===== src/rtl/scope_dec_mch_pkg.sv =====
// Shared types and helpers for the scope_dec_mch multi-channel decimator.
// Holds the decimation mode enum, the default accumulator width and a
// width-generic saturation helper used by every lane.
package scope_dec_pkg;

    typedef enum logic [1:0] {
        DEC_SAMPLE = 2'd0,
        DEC_AVG    = 2'd1,
        DEC_MAX    = 2'd2,
        DEC_MIN    = 2'd3
    } dec_mode_t;

    localparam int IW_DEF  = 16;
    localparam int DCW_DEF = 17;
    // Accumulator width: one input lane summed over the longest window.
    localparam int AW      = IW_DEF + DCW_DEF;

    // Working width of the saturation helper; callers sign-extend into it,
    // so any input width up to SAT_W is handled.
    localparam int SAT_W   = 64;

    // Clamp a signed value to the range of an ow-bit signed number.
    function automatic logic signed [SAT_W-1:0] sat(input logic signed [SAT_W-1:0] x,
                                                    input int ow);
        logic signed [SAT_W-1:0] max_v;
        logic signed [SAT_W-1:0] min_v;
        max_v = (64'sd1 <<< (ow - 1)) - 64'sd1;
        min_v = -max_v - 64'sd1;
        if (x > max_v)
            sat = max_v;
        else if (x < min_v)
            sat = min_v;
        else
            sat = x;
    endfunction

endpackage


===== src/rtl/scope_dec_mch_if.sv =====
// AXI4-Stream style bundle carrying DN signed lanes of W bits per beat.
// TKEEP has one bit per lane. Modport s/master drives data, d/slave sinks it.
interface axi4_stream_if #(
    parameter int DN = 2,
    parameter int W  = 16
);
    logic                   TVALID;
    logic                   TREADY;
    logic [DN-1:0][W-1:0]   TDATA;
    logic [DN-1:0]          TKEEP;
    logic                   TLAST;

    modport s      (output TVALID, TDATA, TKEEP, TLAST, input  TREADY);
    modport d      (input  TVALID, TDATA, TKEEP, TLAST, output TREADY);
    modport master (output TVALID, TDATA, TKEEP, TLAST, input  TREADY);
    modport slave  (input  TVALID, TDATA, TKEEP, TLAST, output TREADY);
endinterface


===== src/rtl/scope_dec_mch_lane.sv =====
// One decimator lane: running sum, running extreme, AVG shift (optionally
// rounded when SCOPE_DEC_MCH_ROUND_EN is defined) and saturation to OW bits.
// res is combinational and valid on the last beat of a window; the top
// level registers it.
module scope_dec_lane
    import scope_dec_pkg::*;
#(
    parameter int IW  = 16,
    parameter int OW  = 16,
    parameter int DCW = 17,
    parameter int DSW = 5
) (
    input  logic                  ACLK,
    input  logic                  ARESETn,
    input  logic                  ctl_rst,
    input  logic                  beat,
    input  logic                  first,
    input  logic                  last,
    input  dec_mode_t             mode,
    input  logic [DSW-1:0]        shr,
    input  logic signed [IW-1:0]  din,
    output logic signed [OW-1:0]  res
);

    localparam int LAW = IW + DCW;

    logic signed [LAW-1:0] acc_reg;
    logic signed [LAW-1:0] acc_next;
    logic signed [IW-1:0]  ext_reg;
    logic signed [IW-1:0]  ext_next;
    logic signed [LAW-1:0] din_ext;
    logic signed [SAT_W-1:0] pre_sat;

    assign din_ext = {{DCW{din[IW-1]}}, din};

    // Window state including the current beat; the first beat seeds both.
    always_comb begin
        acc_next = acc_reg + din_ext;
        ext_next = ext_reg;
        if (first) begin
            acc_next = din_ext;
            ext_next = din;
        end else if (mode == DEC_MIN) begin
            if (din < ext_reg) ext_next = din;
        end else begin
            if (din > ext_reg) ext_next = din;
        end
    end

`ifdef SCOPE_DEC_MCH_ROUND_EN
    localparam int VW = LAW + 1;
    logic signed [VW-1:0] avg_val;
    logic signed [VW-1:0] rnd_bias;
    logic signed [VW-1:0] rnd_sum;
    // Round half up: add half of the shifted-out LSB weight, one bit wider so no overflow.
    always_comb begin
        rnd_bias = '0;
        if (shr != '0) rnd_bias = VW'(1) << (shr - DSW'(1));
        rnd_sum  = {acc_next[LAW-1], acc_next} + rnd_bias;
        avg_val  = rnd_sum >>> shr;
    end
`else
    localparam int VW = LAW;
    logic signed [VW-1:0] avg_val;
    // Plain arithmetic shift, truncating toward -inf.
    always_comb avg_val = acc_next >>> shr;
`endif

    // Pick the mode result, widen it and clamp it into the output width.
    always_comb begin
        pre_sat = {{(SAT_W-IW){din[IW-1]}}, din};
        case (mode)
            DEC_AVG:          pre_sat = {{(SAT_W-VW){avg_val[VW-1]}}, avg_val};
            DEC_MAX, DEC_MIN: pre_sat = {{(SAT_W-IW){ext_next[IW-1]}}, ext_next};
            default:          ;
        endcase
    end

    assign res = OW'(sat(pre_sat, OW));

    // Accumulator/extreme registers; cleared on abort and at each window end.
    always_ff @(posedge ACLK or negedge ARESETn) begin
        if (!ARESETn) begin
            acc_reg <= '0;
            ext_reg <= '0;
        end else if (ctl_rst) begin
            acc_reg <= '0;
            ext_reg <= '0;
        end else if (beat) begin
            if (last) begin
                acc_reg <= '0;
                ext_reg <= '0;
            end else begin
                acc_reg <= acc_next;
                ext_reg <= ext_next;
            end
        end
    end

endmodule


===== src/rtl/scope_dec_mch.sv =====
// Multi-channel stream decimator: reduces each of DN lanes over windows of
// cfg_dec+1 beats (sample/average/max/min), with backpressure, sticky TLAST,
// ANDed TKEEP and per-window config latching.
// Optional macro SCOPE_DEC_MCH_ROUND_EN enables round-half-up in AVG mode.
module scope_dec_mch
    import scope_dec_pkg::*;
#(
    parameter int DN  = 2,
    parameter int IW  = 16,
    parameter int OW  = 16,
    parameter int DCW = 17,
    parameter int DSW = 5
) (
    input  logic            ACLK,
    input  logic            ARESETn,
    input  logic            ctl_rst,
    input  logic [1:0]      cfg_mode,
    input  logic [DCW-1:0]  cfg_dec,
    input  logic [DSW-1:0]  cfg_shr,
    axi4_stream_if.d        sti,
    axi4_stream_if.s        sto
);

    logic [DCW-1:0]         cnt_reg;
    dec_mode_t              mode_q;
    logic [DCW-1:0]         dec_q;
    logic [DSW-1:0]         shr_q;
    logic                   last_reg;
    logic [DN-1:0]          keep_reg;

    logic                   sto_valid_reg;
    logic [DN-1:0][OW-1:0]  sto_data_reg;
    logic                   sto_last_reg;
    logic [DN-1:0]          sto_keep_reg;

    logic                   sti_ready;
    logic                   beat;
    logic                   first;
    logic                   last;
    logic                   win_done;
    dec_mode_t              mode_eff;
    logic [DCW-1:0]         dec_eff;
    logic [DSW-1:0]         shr_eff;
    logic                   tlast_win;
    logic [DN-1:0]          keep_win;
    logic [DN-1:0][OW-1:0]  lane_res;

    // Window bookkeeping; the first beat of a window sees the live config
    // because that is the beat on which it gets latched.
    always_comb begin
        sti_ready = ~sto_valid_reg | sto.TREADY;
        beat      = sti.TVALID & sti_ready & ~ctl_rst;
        first     = (cnt_reg == '0);
        mode_eff  = first ? dec_mode_t'(cfg_mode) : mode_q;
        dec_eff   = first ? cfg_dec : dec_q;
        shr_eff   = first ? cfg_shr : shr_q;
        last      = (cnt_reg == dec_eff);
        win_done  = beat & last;
        tlast_win = sti.TLAST | (~first & last_reg);
        keep_win  = first ? sti.TKEEP : (keep_reg & sti.TKEEP);
    end

    assign sti.TREADY = sti_ready;
    assign sto.TVALID = sto_valid_reg;
    assign sto.TDATA  = sto_data_reg;
    assign sto.TLAST  = sto_last_reg;
    assign sto.TKEEP  = sto_keep_reg;

    // Beat counter, config latch and sticky TLAST/TKEEP for the open window.
    always_ff @(posedge ACLK or negedge ARESETn) begin
        if (!ARESETn) begin
            cnt_reg  <= '0;
            mode_q   <= DEC_SAMPLE;
            dec_q    <= '0;
            shr_q    <= '0;
            last_reg <= 1'b0;
            keep_reg <= '0;
        end else if (ctl_rst) begin
            cnt_reg  <= '0;
            last_reg <= 1'b0;
            keep_reg <= '0;
        end else if (beat) begin
            if (first) begin
                mode_q <= mode_eff;
                dec_q  <= dec_eff;
                shr_q  <= shr_eff;
            end
            cnt_reg  <= last ? '0 : cnt_reg + DCW'(1);
            last_reg <= tlast_win;
            keep_reg <= keep_win;
        end
    end

    // Output register: loaded when a window closes, held while stalled.
    always_ff @(posedge ACLK or negedge ARESETn) begin
        if (!ARESETn) begin
            sto_valid_reg <= 1'b0;
            sto_data_reg  <= '0;
            sto_last_reg  <= 1'b0;
            sto_keep_reg  <= '0;
        end else if (win_done) begin
            sto_valid_reg <= 1'b1;
            sto_data_reg  <= lane_res;
            sto_last_reg  <= tlast_win;
            sto_keep_reg  <= keep_win;
        end else if (sto.TREADY) begin
            sto_valid_reg <= 1'b0;
        end
    end

    genvar gi;
    generate
        for (gi = 0; gi < DN; gi++) begin : g_lane
            scope_dec_lane #(
                .IW  (IW),
                .OW  (OW),
                .DCW (DCW),
                .DSW (DSW)
            ) u_lane (
                .ACLK    (ACLK),
                .ARESETn (ARESETn),
                .ctl_rst (ctl_rst),
                .beat    (beat),
                .first   (first),
                .last    (last),
                .mode    (mode_eff),
                .shr     (shr_eff),
                .din     (sti.TDATA[gi]),
                .res     (lane_res[gi])
            );
        end
    endgenerate

endmodule

===== src/flat_wrapper.sv =====
// flat-port wrapper written by rule: the top's interface ports become plain ports
module scope_dec_mch_flat import scope_dec_pkg::*;
#(
    parameter int DN  = 2,
    parameter int IW  = 16,
    parameter int OW  = 16,
    parameter int DCW = 17,
    parameter int DSW = 5
)
  (ACLK, ARESETn, ctl_rst, cfg_mode, cfg_dec, cfg_shr, sti_TVALID, sti_TDATA, sti_TKEEP, sti_TLAST, sti_TREADY, sto_TVALID, sto_TDATA, sto_TKEEP, sto_TLAST, sto_TREADY);
  axi4_stream_if #(.DN(DN)) sti_i ();
  axi4_stream_if #(.DN(DN)) sto_i ();
  input  logic ACLK;
  input  logic ARESETn;
  input  logic ctl_rst;
  input  logic [1:0] cfg_mode;
  input  logic [DCW-1:0] cfg_dec;
  input  logic [DSW-1:0] cfg_shr;
  input wire logic [$bits(sti_i.TVALID)-1:0] sti_TVALID;
  input wire logic [$bits(sti_i.TDATA)-1:0] sti_TDATA;
  input wire logic [$bits(sti_i.TKEEP)-1:0] sti_TKEEP;
  input wire logic [$bits(sti_i.TLAST)-1:0] sti_TLAST;
  output wire logic [$bits(sti_i.TREADY)-1:0] sti_TREADY;
  output wire logic [$bits(sto_i.TVALID)-1:0] sto_TVALID;
  output wire logic [$bits(sto_i.TDATA)-1:0] sto_TDATA;
  output wire logic [$bits(sto_i.TKEEP)-1:0] sto_TKEEP;
  output wire logic [$bits(sto_i.TLAST)-1:0] sto_TLAST;
  input wire logic [$bits(sto_i.TREADY)-1:0] sto_TREADY;
  assign sti_i.TVALID = sti_TVALID;
  assign sti_i.TDATA = sti_TDATA;
  assign sti_i.TKEEP = sti_TKEEP;
  assign sti_i.TLAST = sti_TLAST;
  assign sti_TREADY = sti_i.TREADY;
  assign sto_TVALID = sto_i.TVALID;
  assign sto_TDATA = sto_i.TDATA;
  assign sto_TKEEP = sto_i.TKEEP;
  assign sto_TLAST = sto_i.TLAST;
  assign sto_i.TREADY = sto_TREADY;
  scope_dec_mch #(.DN(DN), .IW(IW), .OW(OW), .DCW(DCW), .DSW(DSW)) u_core (.ACLK(ACLK), .ARESETn(ARESETn), .ctl_rst(ctl_rst), .cfg_mode(cfg_mode), .cfg_dec(cfg_dec), .cfg_shr(cfg_shr), .sti(sti_i), .sto(sto_i));
endmodule

===== config.mk =====
export PLATFORM = sky130hd
export DESIGN_NAME = scope_dec_mch_flat
export DESIGN_NICKNAME = d
export VERILOG_FILES = /design/src/rtl/scope_dec_mch_pkg.sv /design/src/rtl/scope_dec_mch_if.sv /design/src/rtl/scope_dec_mch_lane.sv /design/src/rtl/scope_dec_mch.sv /design/src/flat_wrapper.sv
export SDC_FILE = /design/constraint.sdc
export NUM_CORES = 1
export LEC_CHECK = 0
export ABC_AREA = 1
export CORE_ASPECT_RATIO = 0.9
export CORE_MARGIN = 2
export CORE_UTILIZATION = 34
export CTS_CLUSTER_DIAMETER = 200
export DETAILED_ROUTE_END_ITERATION = 6
export PLACE_DENSITY_LB_ADDON = 0.15
export RECOVER_POWER = 100
export SYNTH_ARGS = -nofsm -noshare
export SYNTH_HDL_FRONTEND = slang
export SYNTH_HIERARCHICAL = 1
export SYNTH_SLANG_ARGS = --single-unit

===== constraint.sdc =====
create_clock -name ACLK -period 5.5 [get_ports ACLK]
set_input_delay 1.1 -clock ACLK [delete_from_list [all_inputs] [get_ports ACLK]]
set_output_delay 1.1 -clock ACLK [all_outputs]
set_load 0.05 [all_outputs]

==> impl_metrics.csv <==
group,metric,value,unit
clock_network,cts_sinks,178,
timing,period_share,91.00,%
timing,final_max_slew_viol_count,74,
timing,finalSetupTns,0,ns
setup_path,arrival,5.31,ns
clock_network,cts_setup_buffers,0,
synth,synth_area_leaders,"nand2_1 22%, dfrtp_1 22%, nand3_1 10%, inv_1 9.5%, ha_1 6.0%",
timing,finalClockSkew,0.01871,ns
clock_network,post_cts_resized,0,
setup_path,start_kind,"register",
timing,worst_pin_slew,3.904,ns
status,violations,"capacitance limit, slew limit",
global_route,overflow,0,
clock_network,clkTransAtPathRegs,0.08,ns
synth,synth_area,20420,µm²
setup_path,crit_path_end_kind,"register",
floorplanning,rows,85,
floorplanning,start_util,34.29,%
power_and_ir_drop,finalPower,6.079,mW
global_route,grt_max_degree,75,
global_route,grt_pass1_vias,21160,
setup_path,cpMostUsedCell,"nand2_1",
cells_and_area,drive_above_1_share,6.483,%
synth,seq_area_frac_synth,21.81,%
floorplanning,dieArea,62040,µm²
synth,synth-seq-cells,178,
synth,ys_warn_count,6,
setup_path,crit_path_max_fanout,49,
power_and_ir_drop,ir_drop,0.2508,mV
route,drtIter0Drc,1858,
synth,yosys.area.top_type_share,22.04,%
floorplanning,die_w,262.3,µm
timing,clock.fmax,0.1998,GHz
setup_path,cp_slowest_cell,"clkbuf_2",
route,drc_errors,0,
placed_design,dp_hpwl,56.46,mm
synth,syn_nets,3669,
cells_and_area,multiInputGateArea,13200,µm²
clock_network,tritoncts,"done",
route,via_per_inst,5.097,
power_and_ir_drop,pwr_density_cell,267.1,nW/µm²
cells_and_area,postLayoutCoreUtil,38.22,%
cells_and_area,fin_nets,3699,
clock_network,htree_levels,4,
cells_and_area,seq_area,4454,µm²
floorplanning,core-area,59560,µm²
setup_path,worstPathCellList,"inv_1 -> ha_1 -> inv_1 -> nor2_1 -> nand2_1 -> nor2_1 -> nand2_1 -> nand2_1 -> nand2_1 -> nand2_1 -> nand2_1 -> a21oi_1 -> nand3_1 -> nor2_1 -> nor2_1 -> nand2_2 -> clkbuf_2 -> o22ai_1",
global_route,antenna_found_initial,0,
cells_and_area,largest_reg_flops,66,
global_route,grt_pass1_wl,117.0,mm
global_route,grt_usage,23.61,%
route,wl,73.14,mm
hold_path,min_path_type,"reg -> reg",
floorplanning,ios,101,
synth,syn_area_per_cell,5.826,µm²
placed_design,place.gp.congestion,0.9532,
timing,rsz0062_at_grt,"false",
clock_network,cts_root_buf,"clkbuf_16",
route,wl_per_cell,16.89,µm
route,route.antenna.remaining_nets,0,
timing,hold_viol_final,0,
synth,netlist_instances,3505,
clock_network,holdBufCountCts,0,
setup_path,critical_path.max_stage_delay,0.96,ns
setup_path,required,5.81,ns
synth,synth_edf_count,0,
synth,yosysTopAreaCell,"nand2_1",
floorplanning,die_y,236.5,µm
timing,max_slew_margin,-160.3,%
synth,yosysMostFrequentCell,"nand2_1",
placed_design,io_buffers,100,
timing,setup_viol,0,
route,dr_total_vias,22070,
synth,async_flop_share,100.0,%
cells_and_area,fillers,6688,
job,maxCapViolations,1,
synth,ys.flop_type,"dfrtp_1",
status,status,"complete, but fails checks",
clock_network,insertion_delay,0.50,ns
timing,min_period,5.005,ns
cells_and_area,antenna_cells,0,
cells_and_area,synthToLayoutAreaGrowth,11.46,%
setup_path,critical_path_class,"reg -> reg",
synth,yosysUniqueCellTypes,52,
synth,ys_top_cells_by_count,"1199 x nand2_1, 518 x inv_1, 424 x nand3_1",
route,drt_first_pass_iters,6,
clock_network,clock_path_buffers,2,
clock_network,cts_inserted_buffers,17,
power_and_ir_drop,leakage,12.13,nW
-- path summary, 6_finish.rpt --
kind | from | to | slack [ns] | cells past startpoint
hold reg to reg | u_core/sto.TDATA[27]$_DFFE_PN0P_ | u_core/sto.TDATA[27]$_DFFE_PN0P_ | 0.48 | 2
setup / recovery | u_core/cnt_reg[0]$_DFFE_PN0P_ | u_core/g_lane[1].u_lane/ext_reg[4]$_DFFE_PN0P_ | 0.50 | 18
max in group asynchronous | ARESETn | u_core/g_lane[0].u_lane/ext_reg[13]$_DFFE_PN0P_ | 1.11 | 1
hold / removal | u_core/sto.TDATA[27]$_DFFE_PN0P_ | u_core/sto.TDATA[27]$_DFFE_PN0P_ | 0.48 | 2
min in group asynchronous | ARESETn | u_core/g_lane[0].u_lane/acc_reg[6]$_DFFE_PN0P_ | 2.15 | 1
setup reg to reg | u_core/cnt_reg[0]$_DFFE_PN0P_ | u_core/g_lane[1].u_lane/ext_reg[4]$_DFFE_PN0P_ | 0.50 | 18
-- cell families after synthesis --
group	synth area share (%)
xor gates and xnor gates	0.3432
AOI/OAI and AO/OA	15.44
and+or+nand+nor	41.54
muxes	1.036
adders and majority gates	6.201
buffers and inverters	13.62
DFF	21.81
-- power by group --
part / leakage, nW / switching, mW / internal [mW]
Clock: 0.300 / 0.643 / 0.737
Combinational: 9.43 / 2.22 / 1.00
Sequential: 2.40 / 0.0599 / 1.41
-- worst max-delay path: cells and delay by family (launching register included) --
| kind | cells | cell delay (ns) |
|---|---|---|
| AO/OA/AOI/OAI | 2 | 0.38 |
| adder cells (fa/ha/maj) | 1 | 0.17 |
| buffers and inverters | 3 | 1.14 |
| flip-flops | 1 | 0.42 |
| AND/OR/NAND/NOR | 12 | 2.62 |
-- cell type report --
cell class,count,share of cell area [%]
Multi-Input combinational cell,2636,58.01
Sequential cell,178,19.57
Inverter,541,8.922
Timing Repair Buffer,161,6.476
Tap cell,783,4.304
Clock buffer,19,1.946
Clock inverter,13,0.7696
-- routing by layer --
| metal | GRT usage, % | part of all wire, % | vias to the layer above |
|---|---|---|---|
| met5 | 0 | 0 | - |
| met1 | 32.10 | 48 | 10030 |
| li1 | - | - | 11450 |
| met4 | 9.091 | 3.3 | 0 |
| met3 | 2.756 | 4.0 | 103 |
| met2 | 38.29 | 45 | 493 |
-- stage by stage --
step / hold slack, ns / area [µm²] / cells / setup slack, ns
2_1_floorplan: 0.4479 / 20420 / 3505 / 1.666
3_3_place_gp: 0.4672 / 22210 / 4299 / 0.3272
3_5_place_dp: 0.4687 / 22210 / 4299 / 0.3638
4_1_cts: 0.4891 / 22830 / 4331 / 0.5818
5_1_grt: 0.5010 / 22760 / 4331 / 0.09729
6_report: 0.4757 / 22760 / 4331 / 0.4952
-- cells in the final DEF (no fill, tap or decap), types with 3 or more instances in the layout --
master	instances
inv_1	517
inv_2	14
a31oi_1	12
nand3_1	427
o311ai_0	3
clkbuf_16	17
o21ai_4	5
mux2_2	9
o21ai_1	4
dlygate4sd3_1	38
xor2_1	8
mux2i_1	11
o21ai_0	206
bufinv_16	3
nor3_2	3
dfrtp_1	178
inv_8	3
clkinv_1	10
a21oi_1	148
clkdlybuf4s50_1	61
nor2_4	3
clkbuf_2	4
ha_1	98
nor2_1	175
a22oi_1	14
buf_4	55
or2_2	6
a221oi_1	12
and2_1	5
nor3_1	11
o22ai_1	102
nand2_1	1199
a211oi_1	5
nand3_2	42
nor2_2	21
o211ai_1	38
nand2_2	27
nand4_1	22
No activity file was read; power rests on OpenSTA's default activity.
